`src/rtl/bk_pkg.sv`:
```
// Shared types and the G/P black-cell operator for the Brent-Kung prefix pipe.
package bk_pkg;

  localparam int BK_WIDTH  = 32;
  localparam int BK_LEVELS = $clog2(BK_WIDTH);

  typedef struct packed {
    logic g;
    logic p;
  } pg_t;

  // (G,P)hi o (G,P)lo: hi span absorbs the lower span below it.
  function automatic pg_t bk_combine(input pg_t hi, input pg_t lo);
    pg_t r;
    r.g = hi.g | (hi.p & lo.g);
    r.p = hi.p & lo.p;
    return r;
  endfunction

endpackage

```
`src/rtl/bk_black_cell.sv`:
```
// One 2-input group generate/propagate combine.
module bk_black_cell
  import bk_pkg::*;
(
  input  pg_t hi_i,
  input  pg_t lo_i,
  output pg_t pg_o
);

  assign pg_o = bk_combine(hi_i, lo_i);

endmodule

```
`src/rtl/bk_prefix_sum_pipe.sv`:
```
// Two-stage Brent-Kung prefix network + sum, valid/ready with pass-through ready.
// Stage 1: carry fold + up-sweep, registered. Stage 2: down-sweep + sum, registered.
module bk_prefix_sum_pipe
  import bk_pkg::*;
#(
  parameter int WIDTH = BK_WIDTH
) (
  input  logic             clk,
  input  logic             rst,
  input  logic             in_valid,
  output logic             in_ready,
  input  logic [WIDTH-1:0] in_p,
  input  logic [WIDTH-1:0] in_g,
  input  logic             in_c0,
  output logic             out_valid,
  input  logic             out_ready,
  output logic [WIDTH-1:0] out_sum,
  output logic             out_cout,
  output logic             out_ovf
);

  localparam int LV = $clog2(WIDTH);

  // ---------------- handshake ----------------
  logic s1_valid_q, s1_valid_d;
  logic out_valid_q, out_valid_d;
  logic s2_ready, s1_ready, in_fire, s1_fire;

  assign s2_ready = !out_valid_q || out_ready;
  assign s1_ready = !s1_valid_q || s2_ready;
  assign in_ready = s1_ready;
  assign in_fire  = in_valid && s1_ready;
  assign s1_fire  = s1_valid_q && s2_ready;

  // A stage refills (or empties) only when its downstream can take its content.
  always_comb begin
    s1_valid_d  = s1_valid_q;
    out_valid_d = out_valid_q;
    if (s1_ready) s1_valid_d  = in_valid;
    if (s2_ready) out_valid_d = s1_valid_q;
  end

  // ---------------- stage 1: fold + up-sweep ----------------
  // Level 0 folds c0 into bit 0 so the tree spans exactly WIDTH bits.
  for (genvar l = 0; l <= LV; l++) begin : up
    logic [WIDTH-1:0] g, p;
    if (l == 0) begin : fold
      assign g = {in_g[WIDTH-1:1], in_g[0] | (in_p[0] & in_c0)};
      assign p = in_p;
    end else begin : sweep
      for (genvar i = 0; i < WIDTH; i++) begin : node
        if (((i + 1) % (1 << l)) == 0) begin : blk
          pg_t hi, lo, o;
          assign hi = '{g: up[l-1].g[i], p: up[l-1].p[i]};
          assign lo = '{g: up[l-1].g[i-(1<<(l-1))], p: up[l-1].p[i-(1<<(l-1))]};
          bk_black_cell u_cell (.hi_i(hi), .lo_i(lo), .pg_o(o));
          assign g[i] = o.g;
          assign p[i] = o.p;
        end else begin : pass
          assign g[i] = up[l-1].g[i];
          assign p[i] = up[l-1].p[i];
        end
      end
    end
  end

  logic [WIDTH-1:0] s1_g_q, s1_pp_q, s1_p_q;
  logic             s1_c0_q;

  // Stage 1 register: loads only on an accepted input beat.
  always_ff @(posedge clk) begin
    if (rst) begin
      s1_valid_q <= 1'b0;
      s1_g_q     <= '0;
      s1_pp_q    <= '0;
      s1_p_q     <= '0;
      s1_c0_q    <= 1'b0;
    end else begin
      s1_valid_q <= s1_valid_d;
      if (in_fire) begin
        s1_g_q  <= up[LV].g;
        s1_pp_q <= up[LV].p;
        s1_p_q  <= in_p;
        s1_c0_q <= in_c0;
      end
    end
  end

  // ---------------- stage 2: down-sweep + sum ----------------
  // dn[LV-1] is the registered up-sweep; each lower level fills the odd
  // multiples of its stride. A hi node's up-sweep P is still its own span,
  // so only G travels down and the cell P output is dropped.
  for (genvar l = 0; l < LV; l++) begin : dn
    logic [WIDTH-1:0] g;
    if (l == LV - 1) begin : top
      assign g = s1_g_q;
    end else begin : sweep
      for (genvar i = 0; i < WIDTH; i++) begin : node
        if ((i >= (1 << (l + 1))) && (((i + 1) % (1 << (l + 1))) == (1 << l))) begin : blk
          pg_t hi, lo, o;
          logic unused_p;
          assign hi = '{g: dn[l+1].g[i], p: s1_pp_q[i]};
          assign lo = '{g: dn[l+1].g[i-(1<<l)], p: 1'b0};
          bk_black_cell u_cell (.hi_i(hi), .lo_i(lo), .pg_o(o));
          assign g[i]     = o.g;
          assign unused_p = o.p;
        end else begin : pass
          assign g[i] = dn[l+1].g[i];
        end
      end
    end
  end

  logic [WIDTH-1:0] carry;
  logic [WIDTH-1:0] sum_d;
  logic             cout_d, ovf_d;
  logic             unused_pp;

  assign carry     = dn[0].g;
  assign sum_d     = s1_p_q ^ {carry[WIDTH-2:0], s1_c0_q};
  assign cout_d    = carry[WIDTH-1];
  assign ovf_d     = carry[WIDTH-1] ^ carry[WIDTH-2];
  assign unused_pp = ^s1_pp_q;

  logic [WIDTH-1:0] out_sum_q;
  logic             out_cout_q, out_ovf_q;

  // Output register: loads only on an s1->s2 move, holds while stalled.
  always_ff @(posedge clk) begin
    if (rst) begin
      out_valid_q <= 1'b0;
      out_sum_q   <= '0;
      out_cout_q  <= 1'b0;
      out_ovf_q   <= 1'b0;
    end else begin
      out_valid_q <= out_valid_d;
      if (s1_fire) begin
        out_sum_q  <= sum_d;
        out_cout_q <= cout_d;
        out_ovf_q  <= ovf_d;
      end
    end
  end

  assign out_valid = out_valid_q;
  assign out_sum   = out_sum_q;
  assign out_cout  = out_cout_q;
  assign out_ovf   = out_ovf_q;

endmodule

```
`config.mk`:
```
export PLATFORM = sky130hd
export DESIGN_NAME = bk_prefix_sum_pipe
export DESIGN_NICKNAME = d
export VERILOG_FILES = /design/src/rtl/bk_pkg.sv /design/src/rtl/bk_black_cell.sv /design/src/rtl/bk_prefix_sum_pipe.sv
export SDC_FILE = /design/constraint.sdc
export NUM_CORES = 1
export LEC_CHECK = 0
export ABC_CLOCK_PERIOD_IN_PS = 2200
export CORE_MARGIN = 2
export CORE_UTILIZATION = 50
export DETAILED_ROUTE_END_ITERATION = 8
export PLACE_DENSITY_LB_ADDON = 0.25
export SYNTH_ARGS = -nofsm -noshare
export SYNTH_HDL_FRONTEND = slang
export SYNTH_SLANG_ARGS = --single-unit
```
`constraint.sdc`:
```
create_clock -name clk -period 2.2 [get_ports clk]
set_clock_uncertainty 0.2 [all_clocks]
set_input_delay 0.44 -clock clk [delete_from_list [all_inputs] [get_ports clk]]
set_output_delay 0.44 -clock clk [all_outputs]
set_load 0.02 [all_outputs]
```
==> results.py <==
metrics = {
    "status": {
        "run_status": "finished, final reports clean",
    },
    "critical_path": {
        "crit_path_start_kind": "primary input",
        "path_class": "primary input to output port",
        "timing.critical_path.max_delay_family": "buffers and inverters",
        "crit_buf_inv": 2,
        "crit_path_max_incr_delay_ns": 0.44,
        "worst_setup_path_end_kind": "output port",
        "worstPathMaxFanout": 3,
        "worst_ep_required_time_ns": 1.56,
        "worstPathCellList": "clkdlybuf4s50_1 > nor2b_4 > nand2_2 > dlygate4sd2_1",
        "worst_ep_arrival_time_ns": 1.42,
        "crit_slowest_cell": "sky130_fd_sc_hd__clkdlybuf4s50_1",
    },
    "synth": {
        "synth_top_area_share_pct": 47.9,
        "ys_ff_latch": 112,
        "syn-instance-count": 584,
        "synth.net_count": 668,
        "yosys-top-cells-area": "sky130_fd_sc_hd__dfxtp_1 (48%), sky130_fd_sc_hd__nand2_1 (15%), sky130_fd_sc_hd__a21oi_1 (11%)",
        "syn_avg_cell_area_um2": 8.02,
        "synth.yosys.seq_area_share_pct": 47.9,
        "yosys_warnings": 0,
        "synth_area_leader_cell": "sky130_fd_sc_hd__dfxtp_1",
        "yosys.cell_types.count": 29,
        "synthesized_area_um2": 4680,
    },
    "grt": {
        "global_routing_usage_on_met2_pct": 35.1,
        "grt_overflow": 0,
        "global_route.usage.met1_pct": 28.3,
        "antenna_found_initial": 0,
        "grt_pass1_wl_mm": 17.4,
        "top_usage_layer": "met2",
        "grt_pass1_vias": 3855,
        "grt_start_max_net_pins": 49,
        "globalRouteTotalUtil_pct": 21.3,
        "grt_use_met3_pct": 3.47,
    },
    "sta": {
        "slew_headroom_pct": 69.1,
        "final_min_period_over_clock_period_pct": 93.6,
        "achievable_clock_frequency_mhz": 486,
        "unrepaired_setup_endpoints_after_global_routing": "false",
        "final-max-slew-violation-count": 0,
        "pin_slew_with_the_least_headroom_to_its_limit_ns": 0.463,
        "hold-worst-slack_ns": 0.255,
        "final-setup-viol-count": 0,
        "period_needed_ns": 2.06,
        "finalHoldViolations": 0,
        "postLayoutSetupSlackWorst_ns": 0.142,
    },
    "clock_tree": {
        "clock-root-buffer": "sky130_fd_sc_hd__clkbuf_8",
        "cts_setup_buffers": 0,
        "cts_repair_resize_count": 1,
        "htree_num_levels": 3,
        "cts.hold.buffers_added": 0,
        "cts_made_buffers": 9,
        "cts.path.max_buffers": 2,
        "cts_tree": "done",
        "clock_latency_of_the_later_clocked_register_in_the_worst_skew_pair_ns": 0.37,
        "path_clk_slew_ns": 0.11,
        "clock_sinks": 112,
    },
    "final_layout": {
        "filler_cell_count": 735,
        "num-nets-final": 776,
        "drive_gt1_share_pct": 9.05,
        "area_delta_synth_final_pct": 31.0,
        "n_antenna_cell": 0,
    },
    "place": {
        "post_detailed_placement_half_perimeter_wirelength_mm": 7.80,
        "gpl.final_weighted_congestion": 0.837,
        "placement.io_buffers": 104,
        "place_ws_ns": -0.119,
    },
    "die": {
        "floorplan.die.width_um": 101,
        "boundaryPins": 105,
        "die_height_um": 101,
        "initial_utilization_pct": 51.2,
        "die_ar_um2": 10200,
        "std_cell_rows": 35,
        "core_area_um2": 9150,
    },
    "route": {
        "detail_route.wirelength_mm": 10.8,
        "drc_errors": 0,
        "route.antenna.remaining_nets": 0,
        "detail_route.vias_per_cell": 5.15,
        "drt_iter0_drc": 152,
        "vias": 4154,
        "drt-pass1-iter-count": 5,
        "wire_per_inst_um": 13.4,
    },
    "flow_run": {
        "drv.max_cap_violation_count": 0,
    },
    "power": {
        "peak_ir_drop_on_the_vdd_network_v": 0.000318,
        "switchingPower_mw": 1.11,
        "power.density_cell_area_nw_per_um2": 660,
        "p_comb_share_pct": 17.4,
        "power_frac_seq_pct": 54.4,
        "intPower_mw": 2.94,
        "power_leakage_nw": 2.42,
        "switching_share_pct": 27.3,
        "share_of_total_power_in_the_clock_network_pct": 28.2,
    },
    "worst_hold_path": {
        "hp-class": "flop to flop",
    },
}
through the flow:
stage                     util, %  setup TNS (ns)  power [mW]  instances  instance area, µm²
after floorplan                 -               0        2.62        584                4680
after global placement       65.1          -0.131        2.93        792                5960
after detailed placement     65.1          -0.225        2.95        792                5960
after CTS                    67.0               0        4.07        807                6140
after global routing         67.0               0        4.24        807                6140
final                        67.0               0        4.05        807                6140
final cells by class:
class / count / area (µm²) / share of cell area, %
repair buffers: 132 / 1310 / 21.3
clock inverters: 5 / 40.0 / 0.653
inverters: 2 / 7.51 / 0.122
multi-input cells: 435 / 2260 / 36.8
clock buffers: 10 / 138 / 2.24
well taps: 111 / 139 / 2.26
flip-flops and latches: 112 / 2240 / 36.5
per-layer routing:
layer / wire [µm] / vias to the layer above
met1: 5120 / 1895
met2: 5090 / 99
met3: 479 / 9
li1: - / 2151
met5: 0 / -
met4: 105 / 0
worst register-to-register path, delay by kind of cell, from the launching register on:
family	cells	cell delay, ns
XOR/XNOR	1	0.15
adder cells (fa/ha/maj)	1	0.17
flip-flops	1	0.33
AO/OA/AOI/OAI	4	0.78
AND/OR/NAND/NOR	2	0.25
worst paths after layout:
kind	cells after the start	slack, ns	start	to
worst max-delay path	4	0.14	out_ready	in_ready
worst min-delay path	2	0.25	out_sum[15]	out_sum[15]
worst max register to register	8	0.27	dn[4].g[15]	out_ovf
worst min register to register	2	0.25	out_sum[15]	out_sum[15]
synthesized netlist by cell type, drive strengths merged:
cell type	count
o221ai	1
nand2b	1
nand4	6
o22ai	1
nor3	2
nand3	9
a211oi	13
nand2	184
a21oi	108
dfxtp	112
xnor2	18
inv	2
ha	15
clkbuf	11
nor2b	4
o21ai	7
and2	1
buf	24
nor2	45
o31ai	1
a21o	19
layout by cell type, fill, tap and decap left out, types with 2 or more instances in the layout:
cell / instances
sky130_fd_sc_hd__nor3_1: 2
sky130_fd_sc_hd__nand2_1: 182
sky130_fd_sc_hd__a21o_1: 19
sky130_fd_sc_hd__o21ai_0: 6
sky130_fd_sc_hd__clkbuf_8: 10
sky130_fd_sc_hd__inv_1: 2
sky130_fd_sc_hd__a211oi_2: 10
sky130_fd_sc_hd__nor2_1: 45
sky130_fd_sc_hd__buf_12: 5
sky130_fd_sc_hd__a21oi_2: 4
sky130_fd_sc_hd__nand2_2: 2
sky130_fd_sc_hd__clkdlybuf4s50_1: 102
sky130_fd_sc_hd__dfxtp_1: 112
sky130_fd_sc_hd__xnor2_1: 18
sky130_fd_sc_hd__nor2b_4: 2
sky130_fd_sc_hd__ha_1: 15
sky130_fd_sc_hd__nand3_1: 9
sky130_fd_sc_hd__a21oi_1: 104
sky130_fd_sc_hd__nand4_1: 6
sky130_fd_sc_hd__nor2b_1: 2
sky130_fd_sc_hd__buf_4: 24
sky130_fd_sc_hd__inv_6: 3
sky130_fd_sc_hd__a211oi_1: 3
sequential cells by signal, indices dropped and copies added (netlist names), 17 cells and up:
name / flops
out_sum: 32
s1_p_q: 17
dn.g: 32
s1_pp_q: 26
cells by family after synthesis:
group / after synthesis / share of synthesized area, %
AND/OR/NAND/NOR: 252 / 21.4
adder cells (fa/ha/maj): 15 / 4.01
flip-flops: 112 / 47.9
AO/OA/AOI/OAI: 150 / 19.3
XOR/XNOR: 18 / 3.37
buffers and inverters: 37 / 4.06
power groups by stage:
| stage | Combinational [mW] | Clock [mW] | Sequential (mW) |
|---|---|---|---|
| 6_report | 0.704 | 1.14 | 2.20 |
| 5_1_grt | 0.775 | 1.24 | 2.22 |
| 4_1_cts | 0.706 | 1.17 | 2.20 |
| 3_5_place_dp | 0.702 | 0 | 2.25 |
| 3_3_place_gp | 0.690 | 0 | 2.24 |
| 2_1_floorplan | 0.340 | 0 | 2.28 |
Note: power is estimated with default switching activity, not from simulation.
